`config.mk`:
```
export PLATFORM = sky130hd
export DESIGN_NAME = data_mem_arbiter
export DESIGN_NICKNAME = d
export VERILOG_FILES = /design/src/rtl/data_mem_arb_pkg.sv /design/src/rtl/data_mem_arbiter_arb_pick2.sv /design/src/rtl/data_mem_arbiter.sv
export SDC_FILE = /design/constraint.sdc
export NUM_CORES = 1
export LEC_CHECK = 0
export ABC_AREA = 1
export CAP_MARGIN = 20
export CELL_PAD_IN_SITES_DETAIL_PLACEMENT = 1
export CELL_PAD_IN_SITES_GLOBAL_PLACEMENT = 1
export CORE_ASPECT_RATIO = 0.7
export CORE_MARGIN = 10
export CORE_UTILIZATION = 30
export CTS_CLUSTER_DIAMETER = 50
export DETAILED_ROUTE_END_ITERATION = 8
export MAX_ROUTING_LAYER = met4
export PLACE_DENSITY_LB_ADDON = 0.1
export SLEW_MARGIN = 20
export SYNTH_ARGS = -nofsm -noshare
export SYNTH_HDL_FRONTEND = slang
export SYNTH_SLANG_ARGS = --single-unit
```
`constraint.sdc`:
```
create_clock -name clk -period 1.9 [get_ports clk]
set_clock_uncertainty 0.05 [all_clocks]
set_input_delay 0.38 -clock clk [delete_from_list [all_inputs] [get_ports clk]]
set_output_delay 0.38 -clock clk [all_outputs]
set_load 0.03 [all_outputs]
```
`src/rtl/data_mem_arb_pkg.sv`:
```
// Shared types and constants for the two-port data memory arbiter.
// The command struct is sized from MEM_ADDR_W/MEM_DATA_W, which the top's parameters default to.
package data_mem_arb_pkg;

   localparam int NUM_PORTS  = 2;
   localparam int MEM_ADDR_W = 16;
   localparam int MEM_DATA_W = 16;

   typedef logic port_id_t;

   typedef struct packed {
      logic                  we;
      logic [MEM_ADDR_W-1:0] addr;
      logic [MEM_DATA_W-1:0] wdata;
      port_id_t              id;
   } mem_cmd_t;

   // Memory enable pair encoded as {mem_read, mem_write_en}
   localparam logic [1:0] CMD_IDLE = 2'b00;
   localparam logic [1:0] CMD_RD   = 2'b10;
   localparam logic [1:0] CMD_WR   = 2'b01;

   function automatic port_id_t onehot_to_id(input logic [NUM_PORTS-1:0] oh);
      return oh[1] & ~oh[0];
   endfunction

endpackage

```
`src/rtl/data_mem_arbiter_arb_pick2.sv`:
```
// Combinational two-way winner selection returning a one-hot grant.
// DATA_MEM_ARB_RR_EN selects round-robin (pointer input); otherwise port 0 has fixed priority.
module arb_pick2
   import data_mem_arb_pkg::*;
(
   input  logic [NUM_PORTS-1:0] req,
`ifdef DATA_MEM_ARB_RR_EN
   input  port_id_t             ptr,
`endif
   output logic [NUM_PORTS-1:0] gnt
);

`ifdef DATA_MEM_ARB_RR_EN
   // Only a genuine conflict consults the pointer; a lone request always wins
   always_comb begin
      gnt = req;
      if (req == 2'b11) begin
         gnt = ptr ? 2'b10 : 2'b01;
      end
   end
`else
   always_comb begin
      gnt = {req[1] & ~req[0], req[0]};
   end
`endif

endmodule

```
`src/rtl/data_mem_arbiter.sv`:
```
// Arbitrates two requesters onto the single-ported data memory: ARB -> ISSUE -> RET, two-cycle read latency.
// Define DATA_MEM_ARB_RR_EN for round-robin arbitration; default is fixed priority to port 0.
module data_mem_arbiter
   import data_mem_arb_pkg::*;
#(
   parameter int ADDR_W = MEM_ADDR_W,
   parameter int DATA_W = MEM_DATA_W
)
(
   input  logic              clk,
   input  logic              rst_n,
   input  logic              req0,
   input  logic              we0,
   input  logic [ADDR_W-1:0] addr0,
   input  logic [DATA_W-1:0] wdata0,
   input  logic              req1,
   input  logic              we1,
   input  logic [ADDR_W-1:0] addr1,
   input  logic [DATA_W-1:0] wdata1,
   output logic              gnt0,
   output logic              gnt1,
   output logic              rvalid0,
   output logic              rvalid1,
   output logic [DATA_W-1:0] rdata0,
   output logic [DATA_W-1:0] rdata1,
   output logic [ADDR_W-1:0] mem_access_addr,
   output logic [DATA_W-1:0] mem_write_data,
   output logic              mem_write_en,
   output logic              mem_read,
   input  logic [DATA_W-1:0] mem_read_data,
   output logic              busy
);

   logic [NUM_PORTS-1:0] req;
   logic [NUM_PORTS-1:0] pick;
   logic [NUM_PORTS-1:0] gnt;
   mem_cmd_t             win_cmd;
   mem_cmd_t             issue_cmd;
   logic                 issue_valid;
   logic [1:0]           issue_kind;

   assign req = {req1, req0};

`ifdef DATA_MEM_ARB_RR_EN
   port_id_t rr_ptr;

   // Pointer names the port that lost the last grant, so it wins the next conflict
   always_ff @(posedge clk) begin
      if (!rst_n) begin
         rr_ptr <= 1'b0;
      end else if (|gnt) begin
         rr_ptr <= ~onehot_to_id(gnt);
      end
   end
`endif

   arb_pick2 u_pick (
      .req (req),
`ifdef DATA_MEM_ARB_RR_EN
      .ptr (rr_ptr),
`endif
      .gnt (pick)
   );

   assign gnt  = rst_n ? pick : '0;
   assign gnt0 = gnt[0];
   assign gnt1 = gnt[1];

   always_comb begin
      win_cmd = '{we: we0, addr: addr0, wdata: wdata0, id: 1'b0};
      if (gnt[1]) begin
         win_cmd = '{we: we1, addr: addr1, wdata: wdata1, id: 1'b1};
      end
   end

   // ISSUE stage: address and data keep their last values when nothing is granted
   always_ff @(posedge clk) begin
      if (!rst_n) begin
         issue_valid <= 1'b0;
         issue_cmd   <= '0;
      end else begin
         issue_valid <= |gnt;
         if (|gnt) begin
            issue_cmd <= win_cmd;
         end
      end
   end

   assign issue_kind               = !issue_valid ? CMD_IDLE : (issue_cmd.we ? CMD_WR : CMD_RD);
   assign {mem_read, mem_write_en} = issue_kind;
   assign mem_access_addr          = issue_cmd.addr;
   assign mem_write_data           = issue_cmd.wdata;

   // RET stage: read data is steered to the port that issued it and held until its next read
   always_ff @(posedge clk) begin
      if (!rst_n) begin
         rvalid0 <= 1'b0;
         rvalid1 <= 1'b0;
         rdata0  <= '0;
         rdata1  <= '0;
      end else begin
         rvalid0 <= mem_read & ~issue_cmd.id;
         rvalid1 <= mem_read &  issue_cmd.id;
         if (mem_read && !issue_cmd.id) begin
            rdata0 <= mem_read_data;
         end
         if (mem_read && issue_cmd.id) begin
            rdata1 <= mem_read_data;
         end
      end
   end

   always_ff @(posedge clk) begin
      if (!rst_n) begin
         busy <= 1'b0;
      end else begin
         busy <= (|gnt) | mem_read;
      end
   end

endmodule

```
==> results.yml, run 1 <==
status:
  status: "complete, no violations"
grt:
  grt_max_degree: 34
  track_usage_pct: 14.9
  antenna_found_initial: 0
  grt_first_pass_wirelength_um: 18800
  grt_pass1_vias: 3647
  grt_overflow: 0
synthesis:
  yosysWarnings: 0
  syn_area_um2: 3400
  synth.avg_cell_area_um2: 6.35
  synthCells: 536
  yosysSeqAreaShare_pct: 41.2
  ys_ff_latch: 70
  ys_types: 16
  syn_nets: 622
setup_path:
  path_cells: "clkdlybuf4s50_1 > nand2_1 > inv_1 > buf_12"
  r2r_cells: 7
  max_stage_delay_ns: 0.64
  timing.rr.start: "issue_valid"
  end_kind: "output port"
  r2r_end: "rdata0[11]"
  critPathKind: "in -> out"
  worstPathArrival_ns: 1.40
  slowest_stage: "clkdlybuf4s50_1"
  worstSetupStartpointType: "input port"
  cp.required_ns: 1.47
  path_depth: 4
  critPathMaxFanout: 5
  regToRegSetupSlack_ns: 0.67
  path_delay_family: "buffers and inverters"
  crit_buf_inv: 3
cts:
  htreeDepth: 3
  cts_sinks: 70
  cts-root-buf: "clkbuf_16"
  ctsHoldBuffers: 0
  clockBufferDepth: 2
  clk_latency_ns: 0.32
  cts_tree: "built"
  cts_setup_buffers: 0
  path_clk_slew_ns: 0.06
  post_cts_resized: 2
  cts_buffers: 9
final_layout:
  fill_cells: 1442
  post-route-util_pct: 47.6
  regArea_um2: 1400
  diodes: 0
  area_delta_synth_final_pct: 54.6
  final_net_count: 747
  finalInstanceArea_um2: 5260
  drive_gt1_share_pct: 5.56
  multiInputGateArea_um2: 1230
placement:
  post-place-ws_ns: 0.0421
  hpwl_um: 9020
  port_buffers: 156
  postPlaceCellArea_um2: 4910
  place_congestion: 0.784
min_path:
  min_from: "mem_write_data[8]"
  hold_path_class: "reg -> reg"
  hold_end: "mem_write_data[8]"
  whs_path_depth: 2
power:
  internal_power_uw: 3310
  p_seq_share_pct: 35.8
  max-vdd-ir-drop_v: 0.000383
  power_density_nw_per_um2: 868
  power.share.switching_pct: 27.4
  switchingPower_uw: 1250
  pwr-share-clk_pct: 42.8
  power.leakage_uw: 0.00269
  p_comb_share_pct: 21.4
sta:
  rsz0062_at_grt: "no"
  hold_viol: 0
  period_share_pct: 96.5
  setup_viol: 0
  worstMarginPinSlew_ns: 0.367
  setup_ws_ns: 0.0666
  fin_setup_tns_ns: 0
  post-route-min-period_ns: 1.83
  maxSlewViolCount: 0
  relSlewSlack_pct: 75.5
  fmax_ghz: 0.545
flow_run:
  maxCapViolCount: 0
detailed_routing:
  final_antenna_net_count: 0
  drt_pre_antenna_iters: 4
  drt_iter0_drc: 75
  viasPerCell: 4.15
  wire_per_inst_um: 14.3
  post-route-drc-count: 0
  vias: 3402
  totalWireLength_um: 11700
floorplanning:
  fp.coreArea_um2: 11100
  row_count: 32
  dieArea_um2: 16100
  die-width_um: 147
  initial_core_util_pct: 30.8
  fp.dieH_um: 109
  ios: 157
## through the flow
step | power [µW] | instances | hold WS [ns]
2_1_floorplan | 2230 | 536 | 0.377
3_5_place_dp | 2660 | 803 | 0.394
5_1_grt | 4790 | 819 | 0.415
3_3_place_gp | 2630 | 803 | 0.386
4_1_cts | 4640 | 819 | 0.404
6_report | 4570 | 819 | 0.400
## final cells by class
cell class / instances / area share, %
clock buffers: 9 / 4.28
clock inverters: 7 / 2.33
inverters: 104 / 7.42
multi-input cells: 308 / 23.5
flip-flops and latches: 70 / 26.6
well taps: 153 / 3.64
repair buffers: 168 / 32.2
## metal layers
metal,part of all wire (%),vias up,track usage (%)
met4,0.57,0,2.96
li1,-,1748,-
met2,48,84,24.9
met3,6.2,5,5.34
met1,45,1565,17.2
met5,0,-,-
## power groups by stage
stage	Clock [µW]	Sequential, µW	Combinational, µW
after floorplan	0	1750	489
after CTS	2010	1640	997
after detailed placement	0	1670	991
after global placement	0	1660	971
final	1950	1640	975
after global routing	2080	1650	1060
## logic make-up (layout without fill, tap and decap cells)
family / after synthesis / count (layout) / synth area share, %
simple gates: 307 / 307 / 36.1
buf+inv: 158 / 288 / 22.5
flops: 70 / 70 / 41.2
compound gates: 1 / 1 / 0.221
## cells in the mapped netlist
library cell / instances / area (µm²)
a211oi_1: 1 / 7.51
nor2_1: 68 / 255
clkbuf_1: 5 / 18.8
nor3_4: 1 / 16.3
inv_1: 103 / 387
buf_6: 3 / 33.8
nor2_2: 1 / 6.26
nand3_2: 1 / 10.0
dfxtp_1: 70 / 1400
buf_4: 37 / 278
nand2_1: 200 / 751
buf_2: 9 / 45.0
nand3_1: 33 / 165
inv_2: 1 / 3.75
nor2_4: 1 / 11.3
nand2_2: 2 / 12.5
## worst reg2reg max path: cells and delay by family, from the launching register on
kind / cells / cell delay, ns
flops: 1 / 0.33
buf+inv: 2 / 0.30
simple gates: 5 / 0.49
## worst max path at each step
stage,startpoint,end,slack (ns)
after floorplan,issue_valid,rdata0[10],0.52
after global placement,req0,gnt0,0.09
after detailed placement,rst_n,mem_access_addr[10],0.04
after CTS,req0,gnt0,0.05
after global routing,req0,gnt0,0.005
final,req0,gnt0,0.07
## sequential cells by signal (all words and copies together), names as in the netlist
| signal | count |
|---|---|
| mem_access_addr | 16 |
| mem_write_data | 16 |
| rdata0 | 16 |
| rdata1 | 16 |
| issue_cmd | 2 |
| busy | 1 |
| issue_valid | 1 |
| rvalid0 | 1 |
| rvalid1 | 1 |
## cells in the final DEF, fill, tap and decap left out, types with 2 or more instances in the layout
cell             count
dfxtp_1             70
nor2_1              68
nand2_1            200
clkinvlp_4           2
inv_1              103
dlygate4sd2_1        2
nand3_1             33
clkdlybuf4s50_1    152
clkbuf_16            9
clkinv_4             2
buf_4               10
buf_12               4
nand2_2              2
bufinv_16            3
Power figures use the tool's default switching activity.
==> run 2, diff against run 1 <==
--- a/config.mk
+++ b/config.mk
@@ -14,8 +14,11 @@
 export CORE_UTILIZATION = 30
 export CTS_CLUSTER_DIAMETER = 50
 export DETAILED_ROUTE_END_ITERATION = 8
+export GPL_ROUTABILITY_DRIVEN = 0
+export HOLD_SLACK_MARGIN = 0.15
 export MAX_ROUTING_LAYER = met4
 export PLACE_DENSITY_LB_ADDON = 0.1
+export RECOVER_POWER = 25
 export SLEW_MARGIN = 20
 export SYNTH_ARGS = -nofsm -noshare
 export SYNTH_HDL_FRONTEND = slang
==> run 2 against run 1 <==
Effect of this change: die area unchanged; maximum frequency is essentially flat; via count stayed put; non-clock buffer count did not move; design area is essentially flat; largest cell class unchanged.
==> results.yml, run 2 (synthesis gave the netlist of run 1 again) <==
floorplanning:
  fp.dieH_um: 109
  initial_core_util_pct: 30.8
  ios: 157
  fp.coreArea_um2: 11100
  row_count: 32
  die-width_um: 147
  dieArea_um2: 16100
sta:
  maxSlewViolCount: 0
  worstMarginPinSlew_ns: 0.683
  hold_viol: 0
  post-route-min-period_ns: 1.83
  relSlewSlack_pct: 54.5
  rsz0062_at_grt: "no"
  setup_viol: 0
  fmax_ghz: 0.545
  fin_setup_tns_ns: 0
  holdWs_ns: 0.400
  period_share_pct: 96.5
detailed_routing:
  viasPerCell: 4.15
  totalWireLength_um: 11700
  final_antenna_net_count: 0
  vias: 3402
  wire_per_inst_um: 14.3
  drt_pre_antenna_iters: 4
  post-route-drc-count: 0
  drt_iter0_drc: 75
cts:
  ctsHoldBuffers: 0
  cts-root-buf: "clkbuf_16"
  cts_tree: "built"
  clockBufferDepth: 2
  cts_sinks: 70
  clk_latency_ns: 0.32
  path_clk_slew_ns: 0.06
  cts_buffers: 9
  htreeDepth: 3
power:
  switchingPower_uw: 1250
  p_comb_share_pct: 21.3
  internal_power_uw: 3310
  p_seq_share_pct: 35.8
  power.share.switching_pct: 27.4
  power.leakage_uw: 0.00269
  power.total_uw: 4570
  max-vdd-ir-drop_v: 0.000382
  pwr-share-clk_pct: 42.8
  power_density_nw_per_um2: 869
placement:
  port_buffers: 156
  hpwl_um: 9020
  postPlaceCellArea_um2: 4910
  dp.cells: 803
setup_path:
  cp.required_ns: 1.47
  end_kind: "output port"
  critPathMaxFanout: 5
  path_cells: "clkdlybuf4s50_1 > nand2_1 > inv_1 > buf_12"
  worstPathArrival_ns: 1.40
  slowest_stage: "clkdlybuf4s50_1"
  path_delay_family: "buffers and inverters"
  crit_buf_inv: 3
  worstSetupStartpointType: "input port"
  critPathKind: "in -> out"
  max_stage_delay_ns: 0.64
min_path:
  hold_path_class: "reg -> reg"
flow_run:
  maxCapViolCount: 0
final_layout:
  fill_cells: 1442
  stdcell_count: 819
  area_delta_synth_final_pct: 54.5
  layout_common_cells: "nand2_1 (200), clkdlybuf4s50_1 (152), inv_1 (103)"
  layout_commonest_cell: "nand2_1"
  finalInstanceArea_um2: 5260
  final_net_count: 747
  diodes: 0
  regArea_um2: 1400
  drive_gt1_share_pct: 5.56
  multiInputGateArea_um2: 1230
grt:
  antenna_found_initial: 0
  grt_first_pass_wirelength_um: 18800
  grt_overflow: 0
  grt_max_degree: 34
  grt_pass1_vias: 3647
  track_usage_pct: 14.9
status:
  status: "complete, no violations"
run 2: what timing repair did:
| item | in CTS | in global routing |
|---|---|---|
| setup endpoints to repair | 2 | 0 |
| hold endpoints to repair | 0 | 0 |
| resized for setup | 2 | 0 |
| buffers inserted | 0 | 0 |
run 2: worst paths after layout:
check | startpoint | end | slack [ns] | cells after the start
max reg2reg | issue_valid | rdata0[11] | 0.41 | 7
min reg2reg | mem_write_data[8] | mem_write_data[8] | 0.40 | 2
min | mem_write_data[8] | mem_write_data[8] | 0.40 | 2
max | req0 | gnt0 | 0.07 | 4
run 2: final cells by class:
cell class / count / area share, %
flip-flops and latches: 70 / 26.7
multi-input cells: 308 / 23.5
repair buffers: 168 / 32.1
well taps: 153 / 3.64
inverters: 104 / 7.43
clock buffers: 9 / 4.29
clock inverters: 7 / 2.33
run 2: stage by stage:
stage | utilization (%) | worst slack [ns]
4_1_cts | 47.6 | 0.0506
2_1_floorplan | - | 0.517
5_1_grt | 47.6 | 0.00508
3_5_place_dp | 44.5 | 0.0421
6_report | 47.6 | 0.0665
3_3_place_gp | 44.5 | 0.0876
run 2: metal layers:
layer  GRT usage (%)  vias to the layer above  wire, µm
met5               -                        -         0
met4            2.96                        0        67
met3            5.34                        5       721
met2            24.9                       84      5650
met1            17.2                     1565      5240
li1                -                     1748         -
run 2: worst min-delay path: cells and delay by family, from the launching register on:
family,cells,cell delay [ns]
flip-flops,1,0.31
AND/OR/NAND/NOR,2,0.10
run 2: power groups by stage:
stage	registers, µW	logic (µW)	clock network (µW)
final	1640	975	1950
after global routing	1650	1060	2080
after CTS	1640	997	2010
after detailed placement	1670	991	0
after global placement	1660	971	0
after floorplan	1750	489	0
